--- config.mk ---
export PLATFORM = sky130hd
export DESIGN_NAME = lzc_norm_arb
export DESIGN_NICKNAME = d
export VERILOG_FILES = /design/src/rtl/lzc_norm_arb_pkg.sv /design/src/rtl/lzc_norm_arb_lzc_b.sv /design/src/rtl/lzc_norm_arb.sv
export SDC_FILE = /design/constraint.sdc
export NUM_CORES = 1
export LEC_CHECK = 0
export CORE_MARGIN = 2
export CORE_UTILIZATION = 35
export CTS_CLUSTER_DIAMETER = 100
export DETAILED_ROUTE_END_ITERATION = 10
export PLACE_DENSITY = 0.62
export SETUP_SLACK_MARGIN = 0.4
export SLEW_MARGIN = 25
export SYNTH_ARGS = -nofsm -noshare
export SYNTH_HDL_FRONTEND = slang
export SYNTH_SLANG_ARGS = --single-unit
--- constraint.sdc ---
create_clock -name clk -period 2.9 [get_ports clk]
set_input_delay 0.29 -clock clk [delete_from_list [all_inputs] [get_ports clk]]
set_output_delay 0.29 -clock clk [all_outputs]
set_load 0.02 [all_outputs]
--- src/rtl/lzc_norm_arb_pkg.sv ---
// Shared constants and width helpers for the arbitrated leading-zero normalizer.
package lzc_norm_arb_pkg;

  localparam int QM        = 12;
  localparam int QN        = 12;
  localparam int DEF_WIDTH = QM + QN;
  localparam int LZC_W     = 7;

  // Tag width for n requesters; never narrower than one bit.
  function automatic int f_tagw(input int n);
    return (n <= 2) ? 1 : $clog2(n);
  endfunction

endpackage

--- src/rtl/lzc_norm_arb_lzc_b.sv ---
// Leading-zero counter: returns WIDTH for an all-zero input.
module lzc_b
  import lzc_norm_arb_pkg::*;
#(
  parameter int WIDTH = DEF_WIDTH
) (
  input  logic [WIDTH-1:0] data,
  output logic [LZC_W-1:0] count
);

  // Scan upward so the highest set bit has the final say.
  always_comb begin
    count = LZC_W'(WIDTH);
    for (int i = 0; i < WIDTH; i++) begin
      if (data[i]) count = LZC_W'(WIDTH - 1 - i);
    end
  end

endmodule

--- src/rtl/lzc_norm_arb.sv ---
// Round-robin arbitrated normalizer: NREQ requesters share one LZC and left shifter
// through a two-stage (A: operand, B: result) register pipeline.
module lzc_norm_arb
  import lzc_norm_arb_pkg::*;
#(
  parameter int WIDTH = DEF_WIDTH,
  parameter int NREQ  = 2,
  localparam int TAGW = f_tagw(NREQ)
) (
  input  logic                  clk,
  input  logic                  reset,
  input  logic [NREQ-1:0]       req_valid,
  output logic [NREQ-1:0]       req_ready,
  input  logic [NREQ*WIDTH-1:0] req_data,
  output logic                  out_valid,
  input  logic                  out_ready,
  output logic [TAGW-1:0]       out_tag,
  output logic [WIDTH-1:0]      out_norm,
  output logic [LZC_W-1:0]      out_lzc,
  output logic                  out_zero
);

  // Handshake: a beat moves when valid && ready on a rising edge; valid never waits
  // on ready, payload holds while valid && !ready, and the grant ignores out_ready.

  logic             a_valid;
  logic [WIDTH-1:0] a_data;
  logic [TAGW-1:0]  a_tag;
  logic [TAGW-1:0]  rr_ptr;
  logic [TAGW-1:0]  rr_next;
  logic [TAGW-1:0]  gidx;
  logic [NREQ-1:0]  grant;
  logic             found;
  logic [WIDTH-1:0] sel_data;
  logic             a_adv;
  logic             a_load;
  logic             xfer;
  logic [LZC_W-1:0] lzc;
  logic [WIDTH-1:0] norm;
  logic             zero;

  // Priority walks from rr_ptr upward, wrapping; the first valid requester wins.
  always_comb begin
    grant    = '0;
    found    = 1'b0;
    gidx     = '0;
    sel_data = '0;
    for (int k = 0; k < NREQ; k++) begin
      for (int i = 0; i < NREQ; i++) begin
        if (!found && req_valid[i] &&
            (TAGW'((int'(rr_ptr) + k) % NREQ) == TAGW'(i))) begin
          grant[i] = 1'b1;
          gidx     = TAGW'(i);
          sel_data = req_data[i*WIDTH +: WIDTH];
          found    = 1'b1;
        end
      end
    end
  end

  assign rr_next   = TAGW'((int'(gidx) + 1) % NREQ);
  assign a_adv     = a_valid && (!out_valid || out_ready);
  assign a_load    = !a_valid || a_adv;
  assign req_ready = grant & {NREQ{a_load}};
  assign xfer      = found && a_load;

  lzc_b #(.WIDTH(WIDTH)) u_lzc (
    .data  (a_data),
    .count (lzc)
  );

  assign norm = a_data << lzc;
  assign zero = (lzc == LZC_W'(WIDTH));

  always_ff @(posedge clk or posedge reset) begin
    if (reset) begin
      a_valid <= 1'b0;
      a_data  <= '0;
      a_tag   <= '0;
      rr_ptr  <= '0;
    end else if (a_load) begin
      a_valid <= xfer;
      if (xfer) begin
        a_data <= sel_data;
        a_tag  <= gidx;
        rr_ptr <= rr_next;
      end
    end
  end

  // Stage B reloads in the same cycle it drains, so full throughput has no bubble.
  always_ff @(posedge clk or posedge reset) begin
    if (reset) begin
      out_valid <= 1'b0;
      out_tag   <= '0;
      out_norm  <= '0;
      out_lzc   <= '0;
      out_zero  <= 1'b0;
    end else if (a_adv) begin
      out_valid <= 1'b1;
      out_tag   <= a_tag;
      out_norm  <= norm;
      out_lzc   <= lzc;
      out_zero  <= zero;
    end else if (out_ready) begin
      out_valid <= 1'b0;
    end
  end

endmodule
==> results.cfg <==
[die]
initial_core_util = 0.360
die_footprint_sq_um = 12100
die_h_um = 110
die_w_um = 110
row_count = 38
core-area_sq_um = 10900
boundaryPins = 89

[timing]
slew_violations = 0
timing.setup.tns_ps = 0
unrepaired_setup_endpoints_after_global_routing = yes
fin_worst_skew_ps = 5.64
slew-limit-headroom = 0.573
post-route-period-util = 0.879
finalSetupViolCount = 0
final_period_minus_worst_setup_slack_ps = 2550
peak_freq_mhz = 392
tightest_slew_ps = 640
hold_viol = 0

[grt]
grt_pass1_vias = 3967
overflow = 0
number_of_antenna_violations_at_the_first_check_in_global_routing = 0
grt.total_usage = 0.227
grt_start_max_net_pins = 51
grt_first_pass_wirelength_um = 20800

[yosys]
dominant_combinational_cell_family_by_area_after_synthesis = compound AO/OA/AOI/OAI gates
synth_area_sq_um = 3940
synth_mux_area_frac = 0.0689
synth-xor-area-share = 0
asyncSetResetFlopFracSynth = 1.00
synth_compound_gate_area_share = 0.295
number_of_flip_flops_and_latches_in_the_synthesized_netlist = 59
post_synthesis_sequential_area_ratio = 0.375
synth_simple_gate_area_share = 0.201
netlist-cell-type-count = 69
main_flop_type_after_synthesis = dfrtp_1
yosys.area_share.adder = 0
warnings_from_yosys = 0
postSynthCellCount = 479
synthesis.area_per_instance_sq_um = 8.23
post_synth_edffs = 0

[worst_hold_path]
hp-class = input port to async pin

[power]
irDropWorstVdd_uv = 402
cellLeakagePower_uw = 0.00252
power-per-cell-area_nw_per_um2 = 784

[outcome]
run_status = finished, final reports clean

[layout]
layout.nets = 667
num-fill-cells = 1057
antenna_cells_inserted = 0
area.growth.synth_to_final_pct = 53.7
post_layout_nonfiller_instances = 759
multi_input_logic_area_sq_um = 2540
sequential_cell_area_sq_um = 1490
drive_above_1_share = 0.250

[clock_network]
clock-root-buffer = clkbuf_16
cts_buffers = 9
h_tree_lvls = 3
clkSlewWorstSetupHoldPaths_ps = 50
largest_buffer_count_on_any_clock_path = 2
ctsHoldBuffers = 0
clk-insertion-delay-late_ps = 340
clkSinkCount = 59
tritoncts = built

[setup_path]
reg2reg_slack_ps = 350
critPathLaunchType = flop
worstPathArrival_ps = 2750
endpoint_kind_of_the_worst_setup_timing_path = flop
timing.critical_path.required_ps = 3100
reg2reg_to = out_norm[21]
reg2reg_depth = 8
cp_max_fo = 7
criticalPathCategory = flop to flop
timing.rr.start = a_data[12]

[placed_design]
place.detailed.hpwl_um = 10000
place.gp.congestion = 0.908
place_inst = 705
numPortBuffers = 86

[drt]
detailroute.via_count = 4185
initialDrtViolationCount = 251
drc_errors = 0
avgViaCountPerCell = 5.51
drtPass1Iterations = 5
drt_wl_cell_um = 17.7
ant_nets = 0
routed_wl_um = 13400

[job]
number_of_max_cap_violations = 0
-- flip-flops by register name, indices dropped and copies added (netlist names) --
register	count
a_data	24
a_tag	1
a_valid	1
out_lzc	5
out_norm	24
out_tag	1
out_valid	1
out_zero	1
rr_ptr	1
-- metal layers --
metal | track usage | wire length (um)
met5 | 0 | 0
met3 | 0.0335 | 596
met1 | 0.298 | 6160
met2 | 0.375 | 6360
met4 | 0.0902 | 314
-- how the worst max path moves through the flow --
| stage | endpoint | depth (start not counted) | startpoint | slack [ps] |
|---|---|---|---|---|
| after floorplan | out_norm[20] | 7 | a_data[16] | 460 |
| after global placement | out_norm[22] | 8 | a_data[20] | -60 |
| after detailed placement | out_norm[21] | 8 | a_data[20] | -20 |
| after CTS | out_norm[21] | 8 | a_data[7] | 330 |
| after global routing | out_norm[7] | 11 | a_data[13] | 250 |
| final | out_norm[21] | 8 | a_data[12] | 350 |
-- cell usage after synthesis, drive strengths merged (2+ instances only) --
master,instances,area share
o21a,2,0.0038
or2,4,0.0064
nand2,80,0.077
a221oi,6,0.015
a21o,3,0.0057
dfrtp,59,0.37
o21bai,2,0.0038
buf,20,0.030
or4,4,0.0086
o221ai,4,0.013
nor2b,3,0.0048
a21boi,3,0.0057
o32ai,2,0.0064
and3,2,0.0032
nand4,5,0.0079
a22o,4,0.0089
nand2b,6,0.0095
nand3,11,0.014
a22oi,21,0.040
o21ai,58,0.074
mux2i,20,0.051
or3,2,0.0032
a21oi,24,0.030
a32oi,2,0.0044
and2,4,0.0064
o311ai,5,0.011
nor2,37,0.036
clkbuf,23,0.022
a211oi,2,0.0038
o211ai,9,0.018
nor4,6,0.011
inv,8,0.0076
nor3,7,0.0089
o31ai,6,0.013
mux2,4,0.012
a31oi,5,0.0079
-- cell usage in the layout, fill, tap and decap left out, types with 3 or more instances in the layout --
cell	synthesis	routed
clkdlybuf4s50_1	0	86
nand2_1	79	79
buf_4	5	67
dfrtp_1	59	49
o21ai_0	49	45
nor2_1	36	33
a21oi_1	24	22
a22oi_1	21	20
mux2i_1	20	13
nand3_1	11	11
o21ai_1	9	10
dfrtp_2	0	10
clkbuf_16	0	9
o211ai_1	8	8
buf_6	1	8
inv_1	8	7
nor3_1	7	7
nand2b_1	6	6
nand4_1	5	5
a31oi_1	5	5
a221oi_1	5	5
or4_4	1	4
nor4_4	0	4
mux2i_2	0	4
a22o_1	4	4
o311ai_1	5	4
clkbuf_1	23	4
buf_12	0	4
nor2b_1	3	3
mux2i_4	0	3
nor2_4	0	3
o31ai_2	1	3
and2_1	3	3
o21ai_2	0	3
a21o_1	3	3
clkinv_2	0	3
-- worst max-delay path, stage by stage, from the launching register on --
cell and delay [ps]:
dfrtp_2 460, or4_4 550, a21boi_4 180, nand2_4 90, or4_4 510, o31ai_4 100, o32ai_2 150, o211ai_1 270
nand3_1 100
-- through the flow --
step	setup WS [ps]	util	area, sq um	hold slack [ps]	power [uW]
3_5_place_dp	-24.0	0.470	5140	472	3350
6_report	352	0.554	6050	366	4750
4_1_cts	333	0.531	5810	392	4570
2_1_floorplan	462	-	3940	391	2450
3_3_place_gp	-61.0	0.470	5140	462	3330
5_1_grt	252	0.554	6050	432	5010
-- cells by family (layout without fill, tap and decap cells) --
family                 count (synthesis)  in the layout
and+or+nand+nor                      173            173
buffers and inverters                 51            190
other                                  1              2
AOI/OAI and AO/OA                    170            170
DFF                                   59             59
muxes                                 25             25
-- area by class of cell --
class | instances | share of cell area
well taps | 140 | 0.0289
clock inverters | 3 | 0.00248
repair buffers | 166 | 0.259
clock buffers | 13 | 0.0397
flip-flops and latches | 59 | 0.246
inverters | 8 | 0.00496
multi-input cells | 370 | 0.419
-- what timing repair did --
item / in CTS / in global routing
hold endpoints to repair: 0 / 0
gates resized for setup: 46 / 28
setup buffers: 23 / 14
pin swaps: 22 / 16
cloned: 1 / 0
setup endpoints to repair: 20 / 20
-- where the power goes --
group          leakage [uW]  switching (uW)  internal (uW)
Sequential         0.000721             196           1050
Clock              0.000127             355            572
Combinational       0.00167            1340           1240
Total               0.00252            1890           2860
(Power assumes the default switching activity.)
==> patch 1, RTL diff (same settings) <==
Change the package constant `QN` from 12 to 13.
--- a/src/rtl/lzc_norm_arb_pkg.sv
+++ b/src/rtl/lzc_norm_arb_pkg.sv
@@ -2,7 +2,7 @@
 package lzc_norm_arb_pkg;
 
   localparam int QM        = 12;
-  localparam int QN        = 12;
+  localparam int QN        = 13;
   localparam int DEF_WIDTH = QM + QN;
   localparam int LZC_W     = 7;
 
Ports: changed (resized out_norm and req_data); port bits go from 89 to 92. No check against the original RTL was run, so the function may have changed too.
==> patch 1 against the original RTL <==
  * Worst setup slack worse by 0.21 ns
  * Sequential share of layout area down 0.49 points
  * Final area up 4.9%
  * Sequential cell count up 2
  * Routed wire length up 8.5%
  * Total power down 0.60%
  * Area after synthesis up 2.2%
  * Critical path type unchanged
  * Largest cell class unchanged
==> patch 1: results (changes against the original RTL) <==
[metrics] fraction of synthesized cell area taken by the top area cell type: 37.9% (+0.44 points)
[metrics] detailed-placement wirelength estimate: 10,800 um (+7.9%)
[metrics] routability cong.: 0.990 (+9.1%)
[metrics] share of synthesized area spent on multiplexers: 8.61% (+1.7 points)
[metrics] skew final: 0.00622 ns (+0.000575 ns)
[metrics] drt wl/cell: 19.1 um (+7.9%)
[metrics] setup repair bufs after CTS: 16 (-30%)
[metrics] Synth cell types: 68 (-1.4%)
[metrics] layout cell share with drive strength beyond 1: 28.7% (+3.7 points)
[metrics] largest stage delay on the critical path: 0.39 ns (-0.16 ns)
[metrics] Comb pwr share: 53.2% (-1.1 points)
[metrics] final worst-path setup slack: 0.144 ns (-0.208 ns)
[metrics] number of cells upsized or downsized after cts: 59 (+28%)
[metrics] total track usage: 23.3% (+0.58 points)
[metrics] maximum vdd ir drop: 432 uV (+7.3%)
[metrics] arrival time of data at the critical path endpoint: 2.97 ns (+0.22 ns)
[metrics] Routed Wire Length: 14,600 um (+8.5%)
[metrics] cells taking the most area after synthesis: sky130_fd_sc_hd__dfrtp_1 (38%), sky130_fd_sc_hd__nand2_1 (7.2%), sky130_fd_sc_hd__mux2i_1 (5.0%), sky130_fd_sc_hd__a22oi_1 (4.1%), sky130_fd_sc_hd__o21ai_0 (3.6%)
[metrics] R2R cell count: 10 (+2)
[metrics] share of total power in the clock network: 20.6% (+1.1 points)
[metrics] DRT iter0 DRCs: 302 (+20%)
[metrics] Port Buffers: 89 (+3.5%)
[metrics] reported leakage power: 2.64 nW (+5.0%)
[metrics] number of nets in the finished design: 671 (+0.60%)
[metrics] compound-gate portion of the synthesized area: 30.5% (+1.0 points)
[metrics] biggest fanout along the worst timing path: 8 (+1)
[metrics] run status: finished, final reports clean
[metrics] share of total power consumed by net switching: 39.2% (-0.53 points)
[metrics] vias in the first global route: 4,349 (+9.6%)
[metrics] Cells after DPL: 723 (+2.6%)
[metrics] syn_area_per_cell: 8.57 um2 (+4.1%)
[metrics] cell type of the slowest stage on the worst timing path: sky130_fd_sc_hd__dfrtp_1
[metrics] wire length of the first global-routing pass: 22,700 um (+9.4%)
[metrics] maximum number of pins on one net before global-route repair: 53 (+3.9%)
[patch 1: cell count changes after synthesis, sizes merged, moves of 4 or more]
cell    unedited run  this run
o21ai             58        41
a21oi             24        28
inv                8        12
nor2              37        26
o31ai              6         1
buf               20         9
a221o              1         5
clkbuf            23        29
a211o              1         5
nor3               7        14
mux2               4        11
[patch 1: routing by layer]
| metal | routed length [um] | global-route usage, % | up-vias |
|---|---|---|---|
| li1 | - | - | 2056 |
| met1 | 6190 | 28.5 | 2068 |
| met2 | 7070 | 38.9 | 180 |
| met3 | 854 | 5.25 | 30 |
| met4 | 448 | 11.0 | 0 |
| met5 | 0 | 0 | - |
[patch 1: cell type report]
class | instances | area, um2 | area share [%]
inverters | 12 | 47.5 | 0.749
clock buffers | 13 | 250 | 3.94
clock inverters | 2 | 10.0 | 0.158
repair buffers | 171 | 1600 | 25.2
multi-input cells | 361 | 2730 | 43.0
well taps | 143 | 179 | 2.82
flip-flops and latches | 61 | 1530 | 24.1
==> patch 2, RTL diff (same settings) <==
Made on the original files. Make the reset (`reset`) synchronous in 2 clocked blocks.
--- a/src/rtl/lzc_norm_arb.sv
+++ b/src/rtl/lzc_norm_arb.sv
@@ -72,7 +72,7 @@
   assign norm = a_data << lzc;
   assign zero = (lzc == LZC_W'(WIDTH));
 
-  always_ff @(posedge clk or posedge reset) begin
+  always_ff @(posedge clk) begin
     if (reset) begin
       a_valid <= 1'b0;
       a_data  <= '0;
@@ -89,7 +89,7 @@
   end
 
   // Stage B reloads in the same cycle it drains, so full throughput has no bubble.
-  always_ff @(posedge clk or posedge reset) begin
+  always_ff @(posedge clk) begin
     if (reset) begin
       out_valid <= 1'b0;
       out_tag   <= '0;
Check against the original RTL: differs if reset is asserted again (counterexample within 4 cycles, from zero or initial values and one cycle with reset high); with reset held inactive, the same outputs for 4 cycles.
==> patch 2 against the original RTL <==
  * Die area fell by 5.2%
  * Worst setup slack better by 0.092 ns
  * Sequential cell count did not move
  * Final area is 8.8% lower
  * Clock power is 16% lower
  * Routed wire length shrank 1.5%
  * Total power fell by 34%
  * Area after synthesis fell by 5.4%
  * Highest routed layer unchanged
==> patch 2: results (changes against the original RTL) <==
[metrics] area occupied by multi-input gates: 2550 um2 (+0.35%)
[metrics] Cells after DPL: 707 (+0.28%)
[metrics] skew final: 0.00925 ns (+0.00361 ns)
[metrics] most numerous cell types in the synthesized netlist: sky130_fd_sc_hd__nand2_1 (79), sky130_fd_sc_hd__dfxtp_1 (59), sky130_fd_sc_hd__nor2_1 (37)
[metrics] multi-input logic portion of the cell area: 46.1% (+4.2 points)
[metrics] routability cong.: 0.952 (+4.9%)
[metrics] ys flop type: sky130_fd_sc_hd__dfxtp_1
[metrics] Synth cell types: 72 (+4.3%)
[metrics] layout cell share with drive strength beyond 1: 22.8% (-2.2 points)
[metrics] reported leakage power: 1.99 nW (-21%)
[metrics] sequential share of the synthesized area: 31.7% (-5.8 points)
[metrics] maximum number of pins on one net before global-route repair: 33 (-35%)
[metrics] Worst path top cell family by delay: compound AO/OA/AOI/OAI gates
[metrics] vias in the first global route: 4,015 (+1.2%)
[metrics] arrival time of data at the critical path endpoint: 2.68 ns (-0.07 ns)
[metrics] largest stage delay on the critical path: 0.35 ns (-0.20 ns)
[metrics] total cell area at the placement stage: 4880 um2 (-5.0%)
[metrics] maximum vdd ir drop: 262 uV (-35%)
[metrics] Crit. Startpoint: a_data[1]$_SDFFE_PP0P_
[metrics] Final Instance Count excl. Fillers: 741 (-2.4%)
[metrics] run status: finished, final reports clean
[metrics] biggest fanout along the worst timing path: 6 (-1)
[metrics] post-placement worst setup slack: 0.191 ns (+0.215 ns)
[metrics] number of nets in the finished design: 653 (-2.1%)
[metrics] share of synthesized area spent on multiplexers: 7.72% (+0.83 points)
[metrics] fraction of standard cell area that is sequential: 21.8% (-2.8 points)
[metrics] reg-to-reg setup timing slack: 0.44 ns (+0.09 ns)
[metrics] Multi-In Gates: 381 (+3.0%)
[metrics] total track usage: 23.4% (+0.69 points)
[metrics] Seq power: 953 uW (-23%)
[metrics] share of total power consumed by net switching: 37.3% (-2.4 points)
[metrics] clock distribution area overhead in the final layout: 3.67% (-0.55 points)
[metrics] Die X-Extent: 107 um (-2.7%)
[metrics] number of clock buffers in the layout: 10 (-3)
[metrics] Least-Margin Pin Slew: 0.801 ns (+0.161 ns)
[metrics] DRT iter0 DRCs: 212 (-16%)
[metrics] total via count after detailed routing: 4,157 (-0.67%)
[metrics] Routed Wire Length: 13,200 um (-1.5%)
[metrics] number of buffers outside the clock class in the layout: 142 (-14%)
[metrics] fraction of synthesis flops using an asynchronous set or reset pin: 0% (-100 points)
[metrics] post-synthesis cell count: 486 (+1.5%)
[metrics] Critical path destination: out_norm[22]$_SDFFE_PP0P_
[metrics] fraction of area in non-clock buffers: 24.8% (-1.0 points)
[metrics] cell type of the slowest stage on the worst timing path: sky130_fd_sc_hd__mux2_4
[metrics] Net Switching: 1.17 mW (-38%)
[patch 2: cell count changes after synthesis, sizes merged, moves of 5 or more]
cell / unedited run / this run
dfrtp: 59 / 0
dfxtp: 0 / 59
o21ai: 58 / 26
nand3: 11 / 32
a31oi: 5 / 25
a22oi: 21 / 10
a211oi: 2 / 11
o211ai: 9 / 2
a21oi: 24 / 29
[patch 2: cells by family after synthesis]
kind of cell,Yosys count
compound gates,151
simple gates,201
flops,59
mux,27
buf+inv,47
other cells,1
[patch 2: metal layers]
layer / wire length [um] / global-route usage (%) / vias up
met3: 972 / 5.05 / 16
met5: 0 / 0 / -
met2: 6210 / 36.8 / 172
met4: 220 / 6.86 / 0
met1: 5820 / 32.0 / 1945
li1: - / - / 2024
[patch 2: timing repair]
action	4_1_cts	5_1_grt
endpoints found under the setup margin	18	19
buffers inserted	9	9
resized for setup	21	47
endpoints found under the hold margin	0	0
pin swaps	3	11
